[config.mk]
export PLATFORM = sky130hd
export DESIGN_NAME = coco_spi_master
export DESIGN_NICKNAME = d
export VERILOG_FILES = /design/src/rtl/coco_spi_master_pkg.sv /design/src/rtl/coco_spi_master_spi_byte_master.sv /design/src/rtl/coco_spi_master.sv
export SDC_FILE = /design/constraint.sdc
export NUM_CORES = 1
export LEC_CHECK = 0
export CAP_MARGIN = 20
export CORE_ASPECT_RATIO = 1.1
export CORE_MARGIN = 8
export CORE_UTILIZATION = 59
export CTS_BUF_LIST = sky130_fd_sc_hd__clkbuf_4 sky130_fd_sc_hd__clkbuf_8
export DETAILED_ROUTE_END_ITERATION = 8
export HOLD_SLACK_MARGIN = 0.03
export PLACE_DENSITY = 0.88
export SKIP_CTS_REPAIR_TIMING = 1
export SLEW_MARGIN = 10
export SYNTH_ARGS = -nofsm -noshare
export SYNTH_HDL_FRONTEND = slang
export SYNTH_SLANG_ARGS = --single-unit
[constraint.sdc]
create_clock -name clock_50 -period 2.7 [get_ports clock_50]
set_input_delay 0.81 -clock clock_50 [delete_from_list [all_inputs] [get_ports clock_50]]
set_output_delay 0.81 -clock clock_50 [all_outputs]
set_load 0.02 [all_outputs]
[src/rtl/coco_spi_master_pkg.sv]
// Shared definitions for the coco SPI master: op codes, SPI command bytes,
// register window bounds and sequencer states.
package coco_spi_master_pkg;

  localparam logic [2:0] OP_ADDR   = 3'd1;
  localparam logic [2:0] OP_WRITE  = 3'd2;
  localparam logic [2:0] OP_READ   = 3'd3;
  localparam logic [2:0] OP_STATUS = 3'd4;
  localparam logic [2:0] OP_DEVCON = 3'd5;

  localparam logic [7:0] CMD_ADDR   = 8'h01;
  localparam logic [7:0] CMD_WRITE  = 8'h02;
  localparam logic [7:0] CMD_READ   = 8'h03;
  localparam logic [7:0] CMD_STATUS = 8'h04;
  localparam logic [7:0] CMD_DEVCON = 8'h05;

  localparam logic [15:0] WIN_LO = 16'hFF40;
  localparam logic [15:0] WIN_HI = 16'hFF5F;

  typedef enum logic [2:0] {
    ST_IDLE,
    ST_LOAD,
    ST_SHIFT,
    ST_GAP,
    ST_DONE
  } state_e;

  function automatic logic [7:0] cmd_byte(input logic [2:0] op);
    case (op)
      OP_ADDR:   cmd_byte = CMD_ADDR;
      OP_WRITE:  cmd_byte = CMD_WRITE;
      OP_READ:   cmd_byte = CMD_READ;
      OP_STATUS: cmd_byte = CMD_STATUS;
      OP_DEVCON: cmd_byte = CMD_DEVCON;
      default:   cmd_byte = 8'h00;
    endcase
  endfunction

  function automatic logic op_legal(input logic [2:0] op);
    op_legal = (op >= OP_ADDR) && (op <= OP_DEVCON);
  endfunction

  function automatic logic in_window(input logic [15:0] addr);
    in_window = (addr >= WIN_LO) && (addr <= WIN_HI);
  endfunction

endpackage

[src/rtl/coco_spi_master_spi_byte_master.sv]
// Single SPI mode-0 byte exchange: ss lead half-period, 8 SCLK periods,
// one trailing low half-period, then ss released and done pulsed.
module spi_byte_master #(
  parameter int CLK_DIV = 6
) (
  input  logic       clk_i,
  input  logic       rst_i,
  input  logic       start_i,
  input  logic [7:0] tx_i,
  input  logic       miso_i,
  output logic       done_o,
  output logic [7:0] rx_o,
  output logic       sclk_o,
  output logic       mosi_o,
  output logic       ss_o
);
  localparam int CW = $clog2(CLK_DIV + 1);

  logic          busy_q;
  logic [CW-1:0] cnt_q;
  logic [4:0]    half_q;
  logic [7:0]    tx_q;
  logic [7:0]    rx_q;
  logic          sclk_q;
  logic          ss_q;
  logic          half_end;

  assign half_end = (cnt_q == CW'(CLK_DIV - 1));
  assign done_o   = busy_q && half_end && (half_q == 5'd17);
  assign rx_o     = rx_q;
  assign sclk_o   = sclk_q;
  assign mosi_o   = tx_q[7];
  assign ss_o     = ss_q;

  // Halves 1,3..15 are SCLK high (rising edge entering them), 2..16 low.
  always_ff @(posedge clk_i) begin
    if (rst_i) begin
      busy_q <= 1'b0;
      ss_q   <= 1'b1;
      sclk_q <= 1'b0;
      cnt_q  <= '0;
      half_q <= '0;
      tx_q   <= 8'h00;
    end else if (!busy_q) begin
      if (start_i) begin
        busy_q <= 1'b1;
        ss_q   <= 1'b0;
        cnt_q  <= '0;
        half_q <= '0;
        tx_q   <= tx_i;
      end
    end else if (half_end) begin
      cnt_q  <= '0;
      half_q <= half_q + 5'd1;
      if (half_q == 5'd17) begin
        busy_q <= 1'b0;
        ss_q   <= 1'b1;
      end else if (!half_q[0] && (half_q < 5'd15)) begin
        sclk_q <= 1'b1;
      end else if (half_q[0]) begin
        sclk_q <= 1'b0;
        tx_q   <= {tx_q[6:0], 1'b0};
      end
    end else begin
      cnt_q <= cnt_q + CW'(1);
    end
  end

  always_ff @(posedge clk_i) begin
    if (busy_q && half_end && !half_q[0] && (half_q < 5'd15)) begin
      rx_q <= {rx_q[6:0], miso_i};
    end
  end

endmodule

[src/rtl/coco_spi_master.sv]
// Command-level SPI master: turns one request into a sequence of framed bytes,
// skipping the address prefix when the shadow address already matches.
module coco_spi_master
  import coco_spi_master_pkg::*;
#(
  parameter int CLK_DIV = 6,
  parameter int GAP     = 32
) (
  input  logic        clock_50,
  input  logic        reset,
  input  logic        req_valid,
  output logic        req_ready,
  input  logic [2:0]  req_op,
  input  logic [15:0] req_addr,
  input  logic [7:0]  req_data,
  output logic        rsp_valid,
  output logic [7:0]  rsp_data,
  output logic        sclk,
  output logic        mosi,
  input  logic        miso,
  output logic        ss
);
  localparam int GW = $clog2(GAP + 1);

  state_e        state_q, state_d;
  logic [2:0]    idx_q, idx_d;
  logic [2:0]    last_q, last_d;
  logic [GW-1:0] gap_q, gap_d;
  logic [2:0]    op_q;
  logic [15:0]   addr_q;
  logic [7:0]    data_q;
  logic          addr_valid_q;
  logic [15:0]   shadow_q;
  logic [7:0]    rsp_data_q;
  logic          start;
  logic          byte_done;
  logic [7:0]    rx_byte;
  logic [7:0]    cur_byte;
  logic          needs_prefix;
  logic          fin;

  assign req_ready = (state_q == ST_IDLE);
  assign rsp_valid = (state_q == ST_DONE);
  assign rsp_data  = rsp_data_q;
  assign fin       = (state_q == ST_GAP) && (gap_q == '0) && (idx_q == last_q);

  assign needs_prefix = (req_op == OP_ADDR) ||
                        (((req_op == OP_WRITE) || (req_op == OP_READ)) &&
                         !(addr_valid_q && (shadow_q == req_addr)));

  // Byte slots: 0..2 address prefix, 3 command, 4 payload/dummy.
  always_comb begin
    cur_byte = 8'h00;
    case (idx_q)
      3'd0:    cur_byte = CMD_ADDR;
      3'd1:    cur_byte = addr_q[15:8];
      3'd2:    cur_byte = addr_q[7:0];
      3'd3:    cur_byte = cmd_byte(op_q);
      3'd4:    cur_byte = (op_q == OP_WRITE)  ? data_q :
                          (op_q == OP_DEVCON) ? {4'h0, data_q[3:0]} : 8'h00;
      default: cur_byte = 8'h00;
    endcase
  end

  always_comb begin
    state_d = state_q;
    idx_d   = idx_q;
    last_d  = last_q;
    gap_d   = gap_q;
    start   = 1'b0;
    unique case (state_q)
      ST_IDLE: if (req_valid) begin
        state_d = ST_LOAD;
        idx_d   = needs_prefix ? 3'd0 : 3'd3;
        last_d  = (req_op == OP_ADDR) ? 3'd2 : 3'd4;
      end
      ST_LOAD: if (!op_legal(op_q)) begin
        state_d = ST_DONE;
      end else begin
        start   = 1'b1;
        state_d = ST_SHIFT;
      end
      ST_SHIFT: if (byte_done) begin
        state_d = ST_GAP;
        gap_d   = GW'(GAP - 2);
      end
      ST_GAP: if (gap_q == '0) begin
        if (idx_q == last_q) begin
          state_d = ST_DONE;
        end else begin
          idx_d   = idx_q + 3'd1;
          state_d = ST_LOAD;
        end
      end else begin
        gap_d = gap_q - GW'(1);
      end
      ST_DONE: state_d = ST_IDLE;
      default: state_d = ST_IDLE;
    endcase
  end

  always_ff @(posedge clock_50) begin
    if (reset) begin
      state_q      <= ST_IDLE;
      idx_q        <= '0;
      last_q       <= '0;
      gap_q        <= '0;
      addr_valid_q <= 1'b0;
      shadow_q     <= 16'hFFFF;
      rsp_data_q   <= 8'h00;
    end else begin
      state_q <= state_d;
      idx_q   <= idx_d;
      last_q  <= last_d;
      gap_q   <= gap_d;
      if ((state_q == ST_SHIFT) && byte_done && (idx_q == 3'd2)) begin
        shadow_q     <= addr_q;
        addr_valid_q <= 1'b1;
      end
      if (fin && ((op_q == OP_WRITE) || (op_q == OP_READ)) && !in_window(addr_q)) begin
        shadow_q <= shadow_q + 16'd1;
      end
      if (fin) begin
        rsp_data_q <= ((op_q == OP_READ) || (op_q == OP_STATUS)) ? rx_byte : 8'h00;
      end else if ((state_q == ST_LOAD) && !op_legal(op_q)) begin
        rsp_data_q <= 8'h00;
      end
    end
  end

  always_ff @(posedge clock_50) begin
    if (req_valid && req_ready) begin
      op_q   <= req_op;
      addr_q <= req_addr;
      data_q <= req_data;
    end
  end

  spi_byte_master #(.CLK_DIV(CLK_DIV)) u_byte (
    .clk_i   (clock_50),
    .rst_i   (reset),
    .start_i (start),
    .tx_i    (cur_byte),
    .miso_i  (miso),
    .done_o  (byte_done),
    .rx_o    (rx_byte),
    .sclk_o  (sclk),
    .mosi_o  (mosi),
    .ss_o    (ss)
  );

endmodule

==> impl_metrics.tcl, run 1 <==
set metrics [dict create \
    synth_seq_cells 93 \
    ios 44 \
    rr_endpoint "shadow_q[6]" \
    layout.cells.non_filler 628 \
    async_flop_share_pct 0 \
    p_comb_share_pct 13.2 \
    slowest_stage "clkdlybuf4s50_1" \
    maxSlewViolCount 0 \
    multi_input_area_sq_um 2220 \
    routedWlPerCell_microns 18.0 \
    root_buffer "clkbuf_8" \
    cts.path.max_buffers 2 \
    relSlewSlack_pct 43.8 \
    hold_viol_final 0 \
    synthTopCellsByArea "dfxtp_1 (25%), edfxtp_1 (23%), nor2_1 (4.2%), xor2_1 (3.6%), ha_1 (2.7%)" \
    synth-edff-count 35 \
    syn_inst 479 \
    first_global_vias 3844 \
    timing.rr.start "addr_q[13]" \
    critPathCaptureType "primary output" \
    hold_class "reg2reg" \
    syn_to_final_growth_pct 15.1 \
    regArea_sq_um 2210 \
    cts_tree "built" \
    cp.required_ns 1.89 \
    busiest_layer "met2" \
    place.gp.congestion 0.927 \
    cp.arrival_ns 1.76 \
    r2r_slack_ns 0.27 \
    min_to "u_byte.tx_q[0]" \
    row_count 34 \
    die_y_microns 109 \
    clock-sinks 93 \
    tightest_slew_ns 0.843 \
    p_leak_nw 2.01 \
    ys_warn_count 0 \
    hpwl_microns 8130 \
    p_sw_share_pct 26.9 \
    cp-start-kind "register" \
    core_sq_um 7780 \
    p_sw_uw 756 \
    crit_family "buffers and inverters" \
    die_w_microns 101 \
    cpPeakStageDelay_ns 0.65 \
    placed_cell_area_sq_um 5160 \
    setup_tns_ns 0 \
    synth_top_area_share_pct 25.0 \
    drt_iter0_drc 327 \
    intPower_mw 2.05 \
    setup_violations 0 \
    grt.met2_usage_pct 35.2 \
    hold_start "u_byte.tx_q[0]" \
    worstHoldPathCells 2 \
    syn_nets 520 \
    port_buffers 43 \
    layout_commonest_cell "dfxtp_1" \
    vias_per_cell 6.36 \
    cp_num_buf_inv 1 \
    fillers 595 \
    via_count 3995 \
    drc 0 \
    htree_levels 3 \
    ant_nets 0 \
    antenna_cells 0 \
    power_frac_seq_pct 56.2 \
    antenna_found_initial 0 \
    yosysTopAreaCell "dfxtp_1" \
    ys_seq_area_share_pct 47.7 \
    max_freq_ghz 0.388 \
    dp_cells 612 \
    period_needed_ns 2.57 \
    die-area_sq_um 11000 \
    rsz0062_at_grt "no" \
    path_class "reg2out" \
    routed_wl_microns 11300 \
    dr.pass1.iters 5 \
    reg2reg_depth 6 \
    grt.met3_usage_pct 4.15 \
    grt_overflow 0 \
    track_usage_pct 21.0 \
    ir_drop_uv 298 \
    setup.worst_path.start "state_q[2]" \
    grt_max_degree 41 \
    mostFrequentLayoutCells "dfxtp_1 (58), nor2_1 (52), clkdlybuf4s50_1 (42)" \
    final_area_sq_um 5340 \
    drive_above_1_share_pct 8.46 \
    use_met1_pct 25.3 \
    powerDensity_nw_per_um2 527 \
    clkPwrFrac_pct 30.7 \
    status "completed" \
    syn_area_per_cell_sq_um 9.68 \
    num-nets-final 556 \
    synth.distinct_cells 55 \
    period_share_pct 95.4 \
    ys.flop_type "dfxtp_1" \
    skew_ns 0.00777 \
    start_util_pct 59.6 \
    grt_pass1_wl_microns 18200 \
    maxCapViolCount 0 \
    path_cells "nor3b_1, clkdlybuf4s50_1" \
    worstSkewPairLatency_ns 0.36 \
    cts_buffers 9 \
    syn-cell-area_sq_um 4640 \
    crit_path_max_fanout 9 \
    clkTransAtPathRegs_ns 0.09 \
]
## how the worst max path moves through the flow
stage | endpoint | cells after the start | slack [ns]
2_1_floorplan | idx_q[2] | 6 | 0.19
3_3_place_gp | idx_q[1] | 6 | 0.26
3_5_place_dp | idx_q[1] | 6 | 0.19
4_1_cts | rsp_valid | 2 | 0.10
5_1_grt | rsp_valid | 2 | 0.08
6_report | rsp_valid | 2 | 0.13
## sequential cells by signal, indices dropped and copies added (netlist names), 3 cells and up
signal / flops
addr_q: 16
shadow_q: 16
data_q: 8
rsp_data: 8
u_byte.rx_o: 8
u_byte.tx_q: 8
gap_q: 6
u_byte.half_q: 5
idx_q: 3
op_q: 3
state_q: 3
u_byte.cnt_q: 3
## worst min-delay path: stages, from the launching register on
cell     delay [ns]
dfxtp_1        0.32
nand2_1        0.05
a21oi_1        0.05
## final cells by class
class	instances	area share, %
well taps	108	2.53
clock inverters	5	0.656
flip-flops and latches	93	41.4
clock buffers	11	2.72
multi-input cells	339	41.7
inverters	15	1.05
repair buffers	57	9.94
## metal layers
layer	up-vias	share of wire, %
li1	1872	-
met1	1894	41
met2	191	49
met3	38	6.6
met4	0	3.1
met5	-	0
## per-stage QoR
| step | worst slack (ns) | total power [mW] | hold WS (ns) | util, % |
|---|---|---|---|---|
| 2_1_floorplan | 0.190 | 1.83 | 0.427 | - |
| 3_5_place_dp | 0.193 | 1.97 | 0.444 | 66.2 |
| 6_report | 0.125 | 2.81 | 0.462 | 68.6 |
| 4_1_cts | 0.101 | 2.82 | 0.464 | 68.6 |
| 3_3_place_gp | 0.261 | 1.96 | 0.429 | 66.2 |
| 5_1_grt | 0.0761 | 2.92 | 0.478 | 68.6 |
## power by group through the flow
stage,clock network (mW),registers (mW),logic (mW)
6_report,0.862,1.58,0.370
3_3_place_gp,0,1.61,0.350
2_1_floorplan,0,1.58,0.243
4_1_cts,0.875,1.58,0.366
3_5_place_dp,0,1.61,0.362
5_1_grt,0.931,1.59,0.402
## kinds of logic after synthesis
kind of cell    after synthesis  share of synthesized area [%]
simple gates                192                           22.9
compound gates              103                           15.6
flops                        93                           47.7
buf+inv                      47                           4.34
xor+xnor                     25                           4.72
fa+ha+maj                    10                           2.70
mux                           9                           2.02
## synthesized netlist by cell type (5+ instances only)
library cell and instances:
nand4_1 11, and4b_1 7, a21o_1 7, o21ai_0 12, and3_1 6, edfxtp_1 35
nor2_1 52, inv_1 15, dfxtp_1 58, xnor2_1 6, and3b_1 6, clkbuf_1 23
nand2_1 24, xor2_1 19, a31oi_1 7, a311oi_1 5, a22oi_1 15, ha_1 10
mux2i_1 6, nand3_1 23, nor4_1 13, a21oi_1 23, a221oi_1 6, nor3_1 22
No activity file was read; power rests on OpenSTA's default activity.
==> run 2: changes to the inputs <==
Settings changed: ABC_AREA set to 1, CORE_ASPECT_RATIO 1.1 to 1.4, CORE_UTILIZATION 59 to 60, PLACE_DENSITY 0.88 to 0.89.
==> run 2 against run 1 <==
Compared with the run above:
- via count up 14%
- sequential power up 20%
- area after synthesis up 5.4%
- synthesized cell count up 34%
- global-route usage up 1.3 points
- cell count up 26%
- non-clock buffer count down 9
- clock-buffer cell count up 1
- clock skew up 0.00087 ns
- maximum frequency up 2.2%
- setup slack better by 0.056 ns
- critical endpoint is now req_ready
- largest cell class unchanged
==> impl_metrics.tcl, run 2 <==
set metrics [dict create \
    status "completed" \
    total_power_mw 4.17 \
    mostFrequentLayoutCells "nand2_1 (176), inv_1 (77), nand3_1 (70)" \
    reg2reg_depth 9 \
    min_to "rsp_data[4]" \
    track_usage_pct 22.3 \
    crit_path_max_fanout 6 \
    antenna_found_initial 0 \
    synth_top_area_share_pct 23.8 \
    yosysTopAreaCell "dfxtp_1" \
    ant_nets 0 \
    skew_ns 0.00864 \
    maxCapViolCount 0 \
    critPathCaptureType "primary output" \
    synth-edff-count 35 \
    synth_seq_cells 93 \
    vias_per_cell 5.75 \
    rr_endpoint "shadow_q[2]" \
    powerDensity_nw_per_um2 739 \
    power_frac_seq_pct 45.4 \
    antenna_cells 0 \
    cp-start-kind "register" \
    hpwl_microns 8970 \
    clkPwrFrac_pct 25.2 \
    routedWlPerCell_microns 15.4 \
    core_sq_um 8050 \
    root_buffer "clkbuf_8" \
    start_util_pct 60.7 \
    grt_max_degree 29 \
    r2r_slack_ns 0.44 \
    die_w_microns 92.3 \
    place.gp.congestion 0.976 \
    layout_commonest_cell "nand2_1" \
    drt_iter0_drc 329 \
    synthTopCellsByArea "dfxtp_1 (24%), edfxtp_1 (22%), nand2_1 (14%), nand3_1 (7.2%), inv_1 (5.9%)" \
    synth.distinct_cells 41 \
    dr.pass1.iters 6 \
    setup_violations 0 \
    hold_viol_final 0 \
    worstSkewPairLatency_ns 0.37 \
    syn_to_final_growth_pct 15.3 \
    cp.arrival_ns 1.71 \
    grt_overflow 0 \
    via_count 4549 \
    routed_wl_microns 12200 \
    cts_buffers 9 \
    ys.flop_type "dfxtp_1" \
    num-nets-final 725 \
    hold_start "rsp_data[4]" \
    setup_tns_ns 0 \
    p_sw_share_pct 35.2 \
    clkTransAtPathRegs_ns 0.09 \
    max_freq_ghz 0.397 \
    rsz0062_at_grt "no" \
    period_share_pct 93.3 \
    cts_tree "built" \
    tightest_slew_ns 0.554 \
    period_needed_ns 2.52 \
    grt_pass1_wl_microns 20300 \
    ir_drop_uv 494 \
    timing.rr.start "u_byte.busy_q" \
    dp_cells 775 \
    port_buffers 43 \
    async_flop_share_pct 0 \
    reg_top3 "addr_q x16, shadow_q x16" \
    ys_warn_count 0 \
    synthTopCellsByCount "nand2_1 (176), inv_1 (77), nand3_1 (70)" \
    p_comb_share_pct 29.4 \
    clock-sinks 93 \
    path_class "reg2out" \
    hold_class "reg2reg" \
    htree_levels 3 \
    layout.cells.non_filler 791 \
    p_sw_mw 1.47 \
    p_leak_nw 2.57 \
    cts.path.max_buffers 2 \
    row_count 39 \
    first_global_vias 4632 \
    relSlewSlack_pct 62.7 \
    worstHoldPathCells 2 \
    die-area_sq_um 11300 \
    syn_nets 682 \
    synth.most_common_cell "nand2_1" \
    ios 44 \
    die_y_microns 123 \
    syn_area_per_cell_sq_um 7.62 \
    intPower_mw 2.70 \
    drive_above_1_share_pct 7.55 \
    cp.required_ns 1.89 \
    maxSlewViolCount 0 \
    syn_inst 641 \
    syn-cell-area_sq_um 4890 \
    ys_seq_area_share_pct 45.3 \
    drc 0 \
]
==> run 2: power by group through the flow <==
| stage | clock network, mW | logic (mW) | registers, mW |
|---|---|---|---|
| 2_1_floorplan | 0 | 0.852 | 1.86 |
| 3_3_place_gp | 0 | 1.14 | 1.90 |
| 3_5_place_dp | 0 | 1.19 | 1.91 |
| 4_1_cts | 1.06 | 1.20 | 1.88 |
| 5_1_grt | 1.12 | 1.36 | 1.92 |
| 6_report | 1.05 | 1.23 | 1.89 |
==> run 2: routing by layer <==
layer	vias to the layer above	track usage, %	share of wire [%]
met4	0	16.6	6.4
met1	2094	22.0	36
li1	2180	-	-
met3	68	4.83	5.9
met5	-	0	0
met2	207	40.4	51
==> run 2: metrics by stage <==
step           area (sq um)  utilization (%)  setup WS, ns  hold slack (ns)
2_1_floorplan          4890                -         0.263            0.427
3_3_place_gp           5410             67.1         0.507            0.446
3_5_place_dp           5410             67.1         0.471            0.445
4_1_cts                5630             69.9        0.0761            0.467
5_1_grt                5640             70.0        0.0526            0.489
6_report               5640             70.0         0.182            0.465
==> run 2: worst max path at each step <==
stage	start	end	slack (ns)	cells after the start
floorplan	state_q[2]	last_q[2]	0.26	6
global placement	req_addr[1]	idx_q[1]	0.51	11
detailed placement	req_addr[1]	idx_q[1]	0.47	11
CTS	state_q[2]	req_ready	0.08	2
global route	state_q[2]	rsp_valid	0.05	3
finish	state_q[2]	req_ready	0.18	2
==> run 2: cells by family after synthesis <==
logic type,share of synthesized area (%)
adders and majority gates,2.56
xor gates and xnor gates,3.23
AOI/OAI and AO/OA,9.12
buffers and inverters,8.35
and+or+nand+nor,31.5
DFF,45.3
==> run 2: final cells by class <==
| cell class | instances | area, sq um |
|---|---|---|
| fill | 626 | 2420 |
| multi-input combinational | 448 | 2270 |
| sequential | 93 | 2210 |
| timing repair buffer | 48 | 480 |
| inverter | 84 | 318 |
| clock buffer | 12 | 153 |
| tap | 102 | 128 |
| clock inverter | 4 | 71.3 |
==> run 2: worst max-delay path: stages, from the launching register on <==
cell             delay, ns
dfxtp_1               0.40
nor3_2                0.29
clkdlybuf4s50_1       0.66
